===== src/rtl/instruction_fetch_unit.sv =====
// Decoupled instruction fetch: in-order requests to a variable-latency memory, a DEPTH-entry
// buffer toward decode, and a redirect that flushes the buffer and drops stale responses.
module instruction_fetch_unit #(
    parameter int unsigned       ADDR_W   = 32,
    parameter int unsigned       DATA_W   = 32,
    parameter int unsigned       DEPTH    = 4,
    parameter logic [ADDR_W-1:0] RESET_PC = '0
) (
    input  logic              i_clk,
    input  logic              i_reset,
    input  logic              i_redirect,
    input  logic [ADDR_W-1:0] i_redirect_pc,
    output logic              o_imem_req_valid,
    input  logic              i_imem_req_ready,
    output logic [ADDR_W-1:0] o_imem_req_addr,
    input  logic              i_imem_rsp_valid,
    input  logic [DATA_W-1:0] i_imem_rsp_data,
    output logic              o_valid,
    input  logic              i_ready,
    output logic [DATA_W-1:0] o_instruction,
    output logic [ADDR_W-1:0] o_pc,
    output logic [ADDR_W-1:0] o_pc_increment
);

    localparam int unsigned       STEP      = DATA_W / 8;
    localparam int unsigned       PTR_W     = $clog2(DEPTH);
    localparam int unsigned       CNT_W     = PTR_W + 1;
    localparam logic [ADDR_W-1:0] PC_STEP   = ADDR_W'(STEP);
    localparam logic [ADDR_W-1:0] PC_ALIGN  = ~(ADDR_W'(STEP - 1));
    localparam logic [CNT_W:0]    DEPTH_EXT = (CNT_W + 1)'(DEPTH);

    logic [ADDR_W-1:0] fetch_pc_q, fetch_pc_d;
    logic [PTR_W-1:0]  head_q, head_d;
    logic [PTR_W-1:0]  alloc_q, alloc_d;
    logic [PTR_W-1:0]  fill_q, fill_d;
    logic [CNT_W-1:0]  count_q, count_d;
    logic [CNT_W-1:0]  drop_cnt_q, drop_cnt_d;
    // Allocated entries still waiting for their response.
    logic [CNT_W-1:0]  pend_q, pend_d;

    logic [ADDR_W-1:0] pc_q    [DEPTH];
    logic [DATA_W-1:0] instr_q [DEPTH];
    logic [DEPTH-1:0]  filled_q;

    logic [CNT_W:0] credit_used;
    logic           has_credit;
    logic           req_fire;
    logic           deq_fire;
    logic           rsp_drop;
    logic           rsp_fill;

    assign credit_used = {1'b0, count_q} + {1'b0, drop_cnt_q};
    assign has_credit  = credit_used < DEPTH_EXT;

    assign o_imem_req_valid = i_reset && !i_redirect && has_credit;
    assign o_imem_req_addr  = fetch_pc_q;
    assign o_valid          = filled_q[head_q] && !i_redirect;
    assign o_instruction    = instr_q[head_q];
    assign o_pc             = pc_q[head_q];
    assign o_pc_increment   = pc_q[head_q] + PC_STEP;

    assign req_fire = o_imem_req_valid && i_imem_req_ready;
    assign deq_fire = o_valid && i_ready;
    assign rsp_drop = i_imem_rsp_valid && (drop_cnt_q != '0);
    assign rsp_fill = i_imem_rsp_valid && (drop_cnt_q == '0) && !i_redirect;

    always_comb begin
        fetch_pc_d = fetch_pc_q;
        head_d     = head_q;
        alloc_d    = alloc_q;
        fill_d     = fill_q;
        count_d    = count_q;
        drop_cnt_d = drop_cnt_q;
        pend_d     = pend_q;
        if (i_redirect) begin
            // Every response still owed, minus one arriving now, becomes stale.
            head_d     = alloc_q;
            fill_d     = alloc_q;
            count_d    = '0;
            pend_d     = '0;
            drop_cnt_d = drop_cnt_q + pend_q - CNT_W'(i_imem_rsp_valid);
            fetch_pc_d = i_redirect_pc & PC_ALIGN;
        end else begin
            if (req_fire) begin
                alloc_d    = alloc_q + PTR_W'(1);
                fetch_pc_d = fetch_pc_q + PC_STEP;
            end
            if (deq_fire) begin
                head_d = head_q + PTR_W'(1);
            end
            if (rsp_drop) begin
                drop_cnt_d = drop_cnt_q - CNT_W'(1);
            end
            if (rsp_fill) begin
                fill_d = fill_q + PTR_W'(1);
            end
            count_d = count_q + CNT_W'(req_fire) - CNT_W'(deq_fire);
            pend_d  = pend_q + CNT_W'(req_fire) - CNT_W'(rsp_fill);
        end
    end

    always_ff @(posedge i_clk or negedge i_reset) begin
        if (!i_reset) begin
            fetch_pc_q <= RESET_PC;
            head_q     <= '0;
            alloc_q    <= '0;
            fill_q     <= '0;
            count_q    <= '0;
            drop_cnt_q <= '0;
            pend_q     <= '0;
        end else begin
            fetch_pc_q <= fetch_pc_d;
            head_q     <= head_d;
            alloc_q    <= alloc_d;
            fill_q     <= fill_d;
            count_q    <= count_d;
            drop_cnt_q <= drop_cnt_d;
            pend_q     <= pend_d;
        end
    end

    // Alloc, fill and head always address distinct slots when they fire together.
    always_ff @(posedge i_clk or negedge i_reset) begin
        if (!i_reset) begin
            filled_q <= '0;
            for (int unsigned i = 0; i < DEPTH; i++) begin
                pc_q[i]    <= RESET_PC;
                instr_q[i] <= '0;
            end
        end else if (i_redirect) begin
            filled_q <= '0;
        end else begin
            if (req_fire) begin
                pc_q[alloc_q]     <= fetch_pc_q;
                filled_q[alloc_q] <= 1'b0;
            end
            if (rsp_fill) begin
                instr_q[fill_q]  <= i_imem_rsp_data;
                filled_q[fill_q] <= 1'b1;
            end
            if (deq_fire) begin
                filled_q[head_q] <= 1'b0;
            end
        end
    end

endmodule


===== config.mk =====
export PLATFORM = sky130hd
export DESIGN_NAME = instruction_fetch_unit
export DESIGN_NICKNAME = d
export VERILOG_FILES = /design/src/rtl/instruction_fetch_unit.sv
export SDC_FILE = /design/constraint.sdc
export NUM_CORES = 1
export LEC_CHECK = 0
export ABC_CLOCK_PERIOD_IN_PS = 3050
export CORE_ASPECT_RATIO = 0.7
export CORE_UTILIZATION = 50
export DETAILED_ROUTE_END_ITERATION = 16
export GPL_TIMING_DRIVEN = 0
export PLACE_DENSITY = 0.84
export SETUP_SLACK_MARGIN = 0.05
export SYNTH_ARGS = -nofsm -noshare
export SYNTH_HDL_FRONTEND = slang
export SYNTH_SLANG_ARGS = --single-unit

===== constraint.sdc =====
create_clock -name i_clk -period 3.05 [get_ports i_clk]
set_input_delay 0.61 -clock i_clk [delete_from_list [all_inputs] [get_ports i_clk]]
set_output_delay 0.61 -clock i_clk [all_outputs]
set_load 0.01 [all_outputs]

# --- Word level (Yosys, flattened, before mapping) ---
# Cells that the tools add are included.
classes:
  addsub: 13
  order_cmp: 12
  muxes: 36
  bitwise: 9
  reduce_logical: 22
op_table:
  columns: ["cell", "n"]
  rows:
  - ["128-bit bitwise mux", 2]
  - ["32-bit two-way mux", 8]
  - ["32-bit binary-select mux with 2-bit select", 2]
  - ["32-bit demux with 2-bit select", 2]
  - ["32-bit by 3-bit adder with 32-bit output (second input constant)", 2]
  - ["4-bit two-way mux", 6]
  - ["1-bit logical AND", 13]
  - ["3-bit two-way mux", 4]
  - ["3-bit >= comparator (second input constant)", 3]
  - ["2-bit by 3-bit less-than comparator with 1-bit output (second input constant)", 3]
  - ["2-bit NOT with 3-bit output", 3]
  - ["3-bit by 1-bit subtractor with 3-bit output", 3]
  - ["4-bit bitwise AND", 2]
  - ["2-bit two-way mux", 4]
  - ["4-bit NOT", 2]
  - ["2-bit nonzero test", 4]
  - ["2-bit by 1-bit adder with 2-bit output (second input constant)", 3]
  - ["3-bit by 1-bit adder with 3-bit output", 2]
  - ["1-bit demux with 2-bit select", 3]
  - ["2-bit by 1-bit >= comparator with 1-bit output (second input constant)", 3]
  - ["3-bit by 1-bit less-than comparator with 1-bit output (second input constant)", 2]
  - ["3-bit by 3-bit adder with 4-bit output", 1]
  - ["4-bit by 3-bit less-than comparator with 1-bit output (second input constant)", 1]
  - ["1-bit two-way mux", 4]
  - ["other kinds (9)", 10]
totals:
  reg_bits: 307

# --- Longest topological paths before layout ---
logic_depth:
  depth_word: 14
  mapped_depth: 15
  mapped_depth_nobuf: 12

# --- Worst setup path before layout ---
# No wires, ideal clock.
synth_timing:
  kind: "register to register"
  start: "reg drop_cnt_q[2]"
  end: "reg count_q[2]"
  setup_time_ns: 0.132
  t_arrival_ns: 3.063
  required_time_ns: 2.918
  path_slack_ns: -0.145
  stages_incl_launch_ff: 16
  n_path_buf: 3
  cell_sequence: "dfrtp_1 -> ha_1 -> or4b_1 -> nor3_2 -> and2_1 -> buf_6 -> inv_2 -> buf_6 -> buf_2 -> ha_1 -> inv_1 -> ha_1 -> inv_1 -> fa_1 -> xnor2_1 -> nor2_1"
synth_between:
  elab_chain_len: 7
synth_rtl:
  columns: ["element", "line", "rtl"]
  rows:
  - ["start: declaration", "37", "logic [CNT_W-1:0] drop_cnt_q, drop_cnt_d;"]
  - ["start signal: assignment", "117", "drop_cnt_q <= drop_cnt_d;"]
  - ["3-bit by 3-bit adder with 4-bit output", "52", "assign credit_used = {1'b0, count_q} + {1'b0, drop_cnt_q};"]
  - ["4-bit by 3-bit less-than comparator with 1-bit output", "53", "assign has_credit = credit_used < DEPTH_EXT;"]
  - ["1-bit logical AND", "55", "assign o_imem_req_valid = i_reset && !i_redirect && has_credit;"]
  - ["via o_imem_req_valid", "13", "output logic o_imem_req_valid,"]
  - ["1-bit logical AND", "62", "assign req_fire = o_imem_req_valid && i_imem_req_ready;"]
  - ["3-bit by 1-bit adder with 3-bit output", "97", "count_d = count_q + CNT_W'(req_fire) - CNT_W'(deq_fire);"]
  - ["3-bit by 1-bit subtractor with 3-bit output", "97", null]
  - ["3-bit two-way mux", "75", "if (i_redirect) begin"]
  - ["via count_d[2]", "36", "logic [CNT_W-1:0] count_q, count_d;"]
  - ["end signal: assignment", "116", "count_q <= count_d;"]
  - ["end: declaration", "36", null]
# The timed path passes the listed nets, and every way through them passes these cells.
# A chain may end at the register's enable or synchronous reset.

# --- Final worst setup path ---
layout_timing:
  start: "reg head_q[0]"
  end: "out o_pc_increment[31]"
layout_between:
  elab_chain_len: 5
layout_rtl:
  columns: ["element", "line", "rtl"]
  rows:
  - ["start: declaration", "33", "logic [PTR_W-1:0] head_q, head_d;"]
  - ["start signal: assignment", "105", "head_q <= '0;"]
  - ["start signal: assignment", "113", "head_q <= head_d;"]
  - ["2-bit NOT with 3-bit output (implied by the code)", "60", "assign o_pc_increment = pc_q[head_q] + PC_STEP;"]
  - ["32-bit binary-select mux with 2-bit select", "60", null]
  - ["32-bit two-way mux (implied by the code) (2 in series)", "60", null]
  - ["32-bit by 3-bit adder with 32-bit output", "60", null]
  - ["end: declaration", "22", "output logic [ADDR_W-1:0] o_pc_increment"]
# No other way between the ends. The select of a mux whose other input is x is not followed.

==> qor.yml <==
yosys:
  netlist.area_leader.share_pct: 51.5
  synth_cells: 1044
  avgSynthCellArea_um2: 13.8
  synth_mux_area_share_pct: 29.1
  synth_area_um2: 14400
  yosys.area_share.simple_pct: 7.00
  async_flop_share_pct: 100
  synthTopCellsByArea: "dfrtp_1 52%, mux2_2 17%, mux4_2 9.8%, mux2_4 2.4%, ha_1 2.2%"
  synthAdderAreaFrac_pct: 2.59
  synth-seq-cells: 297
  synth_warnings: 0
  yosys.area.top_type: "dfrtp_1"
  synth_compound_area_share_pct: 3.70
  yosysSeqAreaShare_pct: 51.5
  ys.flop_type: "dfrtp_1"
  synth_edf_count: 0
  synth.most_common_cell: "dfrtp_1"
  yosysUniqueCellTypes: 61
  synth_top_family_by_area: "multiplexers"
  ys_top_cells_by_count: "297 x dfrtp_1, 213 x mux2_2, 73 x nand2_1"
  synth-xor-area-share_pct: 2.67
place:
  io_buffers: 190
  place_hpwl_um: 25200
  place_area_um2: 16900
  gp_congestion: 0.864
timing:
  worst_slack_ns: -0.632
  relSlewSlack_pct: 46.1
  setup_tns_ns: -18.87
  drv_slew: 0
  fmax_mhz: 272
  setup_viol_count_final: 68
  finalCritPeriodShare_pct: 121
  rsz0062_at_grt: "true"
  final.setup_skew_ns: 0.0271
  finalHoldViolations: 0
  post-route-min-period_ns: 3.68
  max_slew.worst_pin.slew_ns: 0.805
setup_path:
  crit_chain: "buf_12 -> mux4_2 -> nand3_4 -> nor4_4 -> and2_4 -> buf_6 -> nand4_1 -> xnor2_1 -> buf_2"
  worstPathMaxFanout: 5
  reg2reg_depth: 16
  crit_end: "o_pc_increment[31]"
  reg2reg_from: "head_q[0]"
  arrival_ns: 3.07
  reg2reg_setup_slack_ns: -0.08
  worstSetupPathDepth: 9
  cp_slowest_cell: "dfrtp_2"
  path_delay_family: "simple AND/OR/NAND/NOR gates"
  crit_start: "head_q[0]"
  endpoint_kind: "output pin"
  required_ns: 2.44
  path_class: "register to output pin"
  cp.buffers_inverters: 3
  slowest_delay_ns: 0.47
  r2r-end: "count_q[2]"
  worstSetupStartpointType: "register"
final_layout:
  fin_nets: 1449
  antenna_cells: 0
  drive_gt1_share_pct: 44.5
  design_area_um2: 19100
  area_growth_pct: 32.7
power:
  power.density_nw_per_um2: 951
  ir_drop_v: 0.000595
  p_leak_nw: 9.09
route:
  ant_nets: 0
  vias: 10185
  vias_per_cell: 5.84
  drtPass1Iterations: 5
  drcViolationCount: 0
  dr.first_iter.drc_count: 725
  wl_per_cell_um: 22.6
  drt-total-wl_um: 39500
status:
  violations: "negative setup slack"
  outcome: "complete, but fails checks"
die:
  die_x_um: 205
  core-area_um2: 28100
  pin_count: 200
  die-area_um2: 29500
  start_util_pct: 51.4
  num_rows: 51
  fp.dieH_um: 144
grt:
  grt_max_degree: 95
  grt.total_usage_pct: 26.8
  grt_pass1_wl_um: 60400
  antenna_found_initial: 0
  gr-total-overflow: 0
  grt_pass1_vias: 10536
clock_tree:
  root_buffer: "clkbuf_16"
  clock_sink_count: 297
  numCtsBuffers: 29
  h-tree-depth: 1
  insertion_delay_ns: 0.57
  cts_tree: "done"
  clk_pin_slew_ns: 0.07
  clockBufferDepth: 3
run:
  max-cap-violations: 0
hold_path:
  hold_path.class: "input port to async pin"
==> cells in the final DEF (no fill, tap or decap), types with 7 or more instances in the layout <==
cell,synthesis,final
and3_1,13,10
a21oi_1,12,12
nand3_1,26,17
clkdlybuf4s50_1,0,98
xnor2_1,33,27
nor2_1,26,22
buf_4,6,46
dlygate4sd2_1,0,17
nand3_2,1,9
buf_12,0,13
inv_1,24,19
nand2_2,5,10
ha_1,25,20
mux2_4,23,23
dfrtp_1,297,296
nand2_1,73,64
mux2_2,213,213
o21ai_0,34,34
mux4_2,63,63
xor2_1,11,11
clkbuf_1,20,24
clkbuf_16,0,29
buf_1,13,11
o21ai_1,7,7
nand4_1,8,8
buf_2,18,41
buf_6,9,72
==> how the worst min path moves through the flow <==
stage | slack (ns) | cells past startpoint | to
after floorplan | 0.31 | 0 | alloc_q[0]
after global placement | 0.46 | 2 | pc_q[111]
after detailed placement | 0.47 | 2 | pc_q[79]
after CTS | 0.02 | 1 | pc_q[46]
after global routing | 0.02 | 1 | pc_q[107]
final | 0.02 | 1 | pc_q[107]
==> repair_timing <==
item,in CTS,in global routing
resized for setup,431,67
buffers inserted,54,26
hold buffers,1,0
endpoints found under the hold margin,37,0
setup endpoints to repair,218,78
pin swaps,21,21
cloned,8,0
==> power by group <==
part           switching, mW  internal (mW)  leakage [nW]
registers              0.886           5.46          3.87
logic                   3.31           4.63          4.72
clock network           1.58           2.34         0.505
==> routing by layer <==
metal / global-route usage, % / routed length (µm)
met3: 5.66 / 3210
met1: 38.1 / 16800
met2: 41.4 / 18200
met5: 0 / 0
met4: 8.81 / 1280
==> sequential cells by signal, summed over array words and instances, names as in the netlist <==
| register | flops |
|---|---|
| o_imem_req_addr | 30 |
| filled_q | 4 |
| alloc_q | 2 |
| instr_q | 128 |
| pend_q | 3 |
| drop_cnt_q | 3 |
| pc_q | 120 |
| count_q | 3 |
| head_q | 2 |
| fill_q | 2 |
==> cells by family (layout without fill, tap and decap cells) <==
family | Yosys count | after routing
compound gates | 85 | 85
xor+xnor | 44 | 44
fa+ha+maj | 28 | 28
buf+inv | 96 | 421
flops | 297 | 297
mux | 302 | 302
other cells | 1 | 6
simple gates | 191 | 191
==> per-stage QoR <==
step / std cells / power, mW / util (%) / hold slack (ns) / worst slack [ns]
after floorplan: 1049 / 10.3 / - / 0.314 / -0.0205
after global placement: 1610 / 13.0 / 60.1 / 0.458 / -11.28
after detailed placement: 1612 / 13.3 / 60.3 / 0.470 / -1.22
after CTS: 1726 / 17.8 / 67.0 / 0.0196 / -0.657
after global routing: 1745 / 19.1 / 68.1 / 0.0221 / -0.707
final: 1745 / 18.2 / 68.1 / 0.0192 / -0.632
==> final cells by class <==
class,count,area (µm²)
Clock buffer,39,793
Buffer,68,499
Multi-Input combinational cell,656,6790
Sequential cell,297,7430
Clock inverter,15,235
Tap cell,371,464
Fill cell,1906,8950
Timing Repair Buffer,274,2810
Inverter,25,101
(Power assumes the default switching activity.)
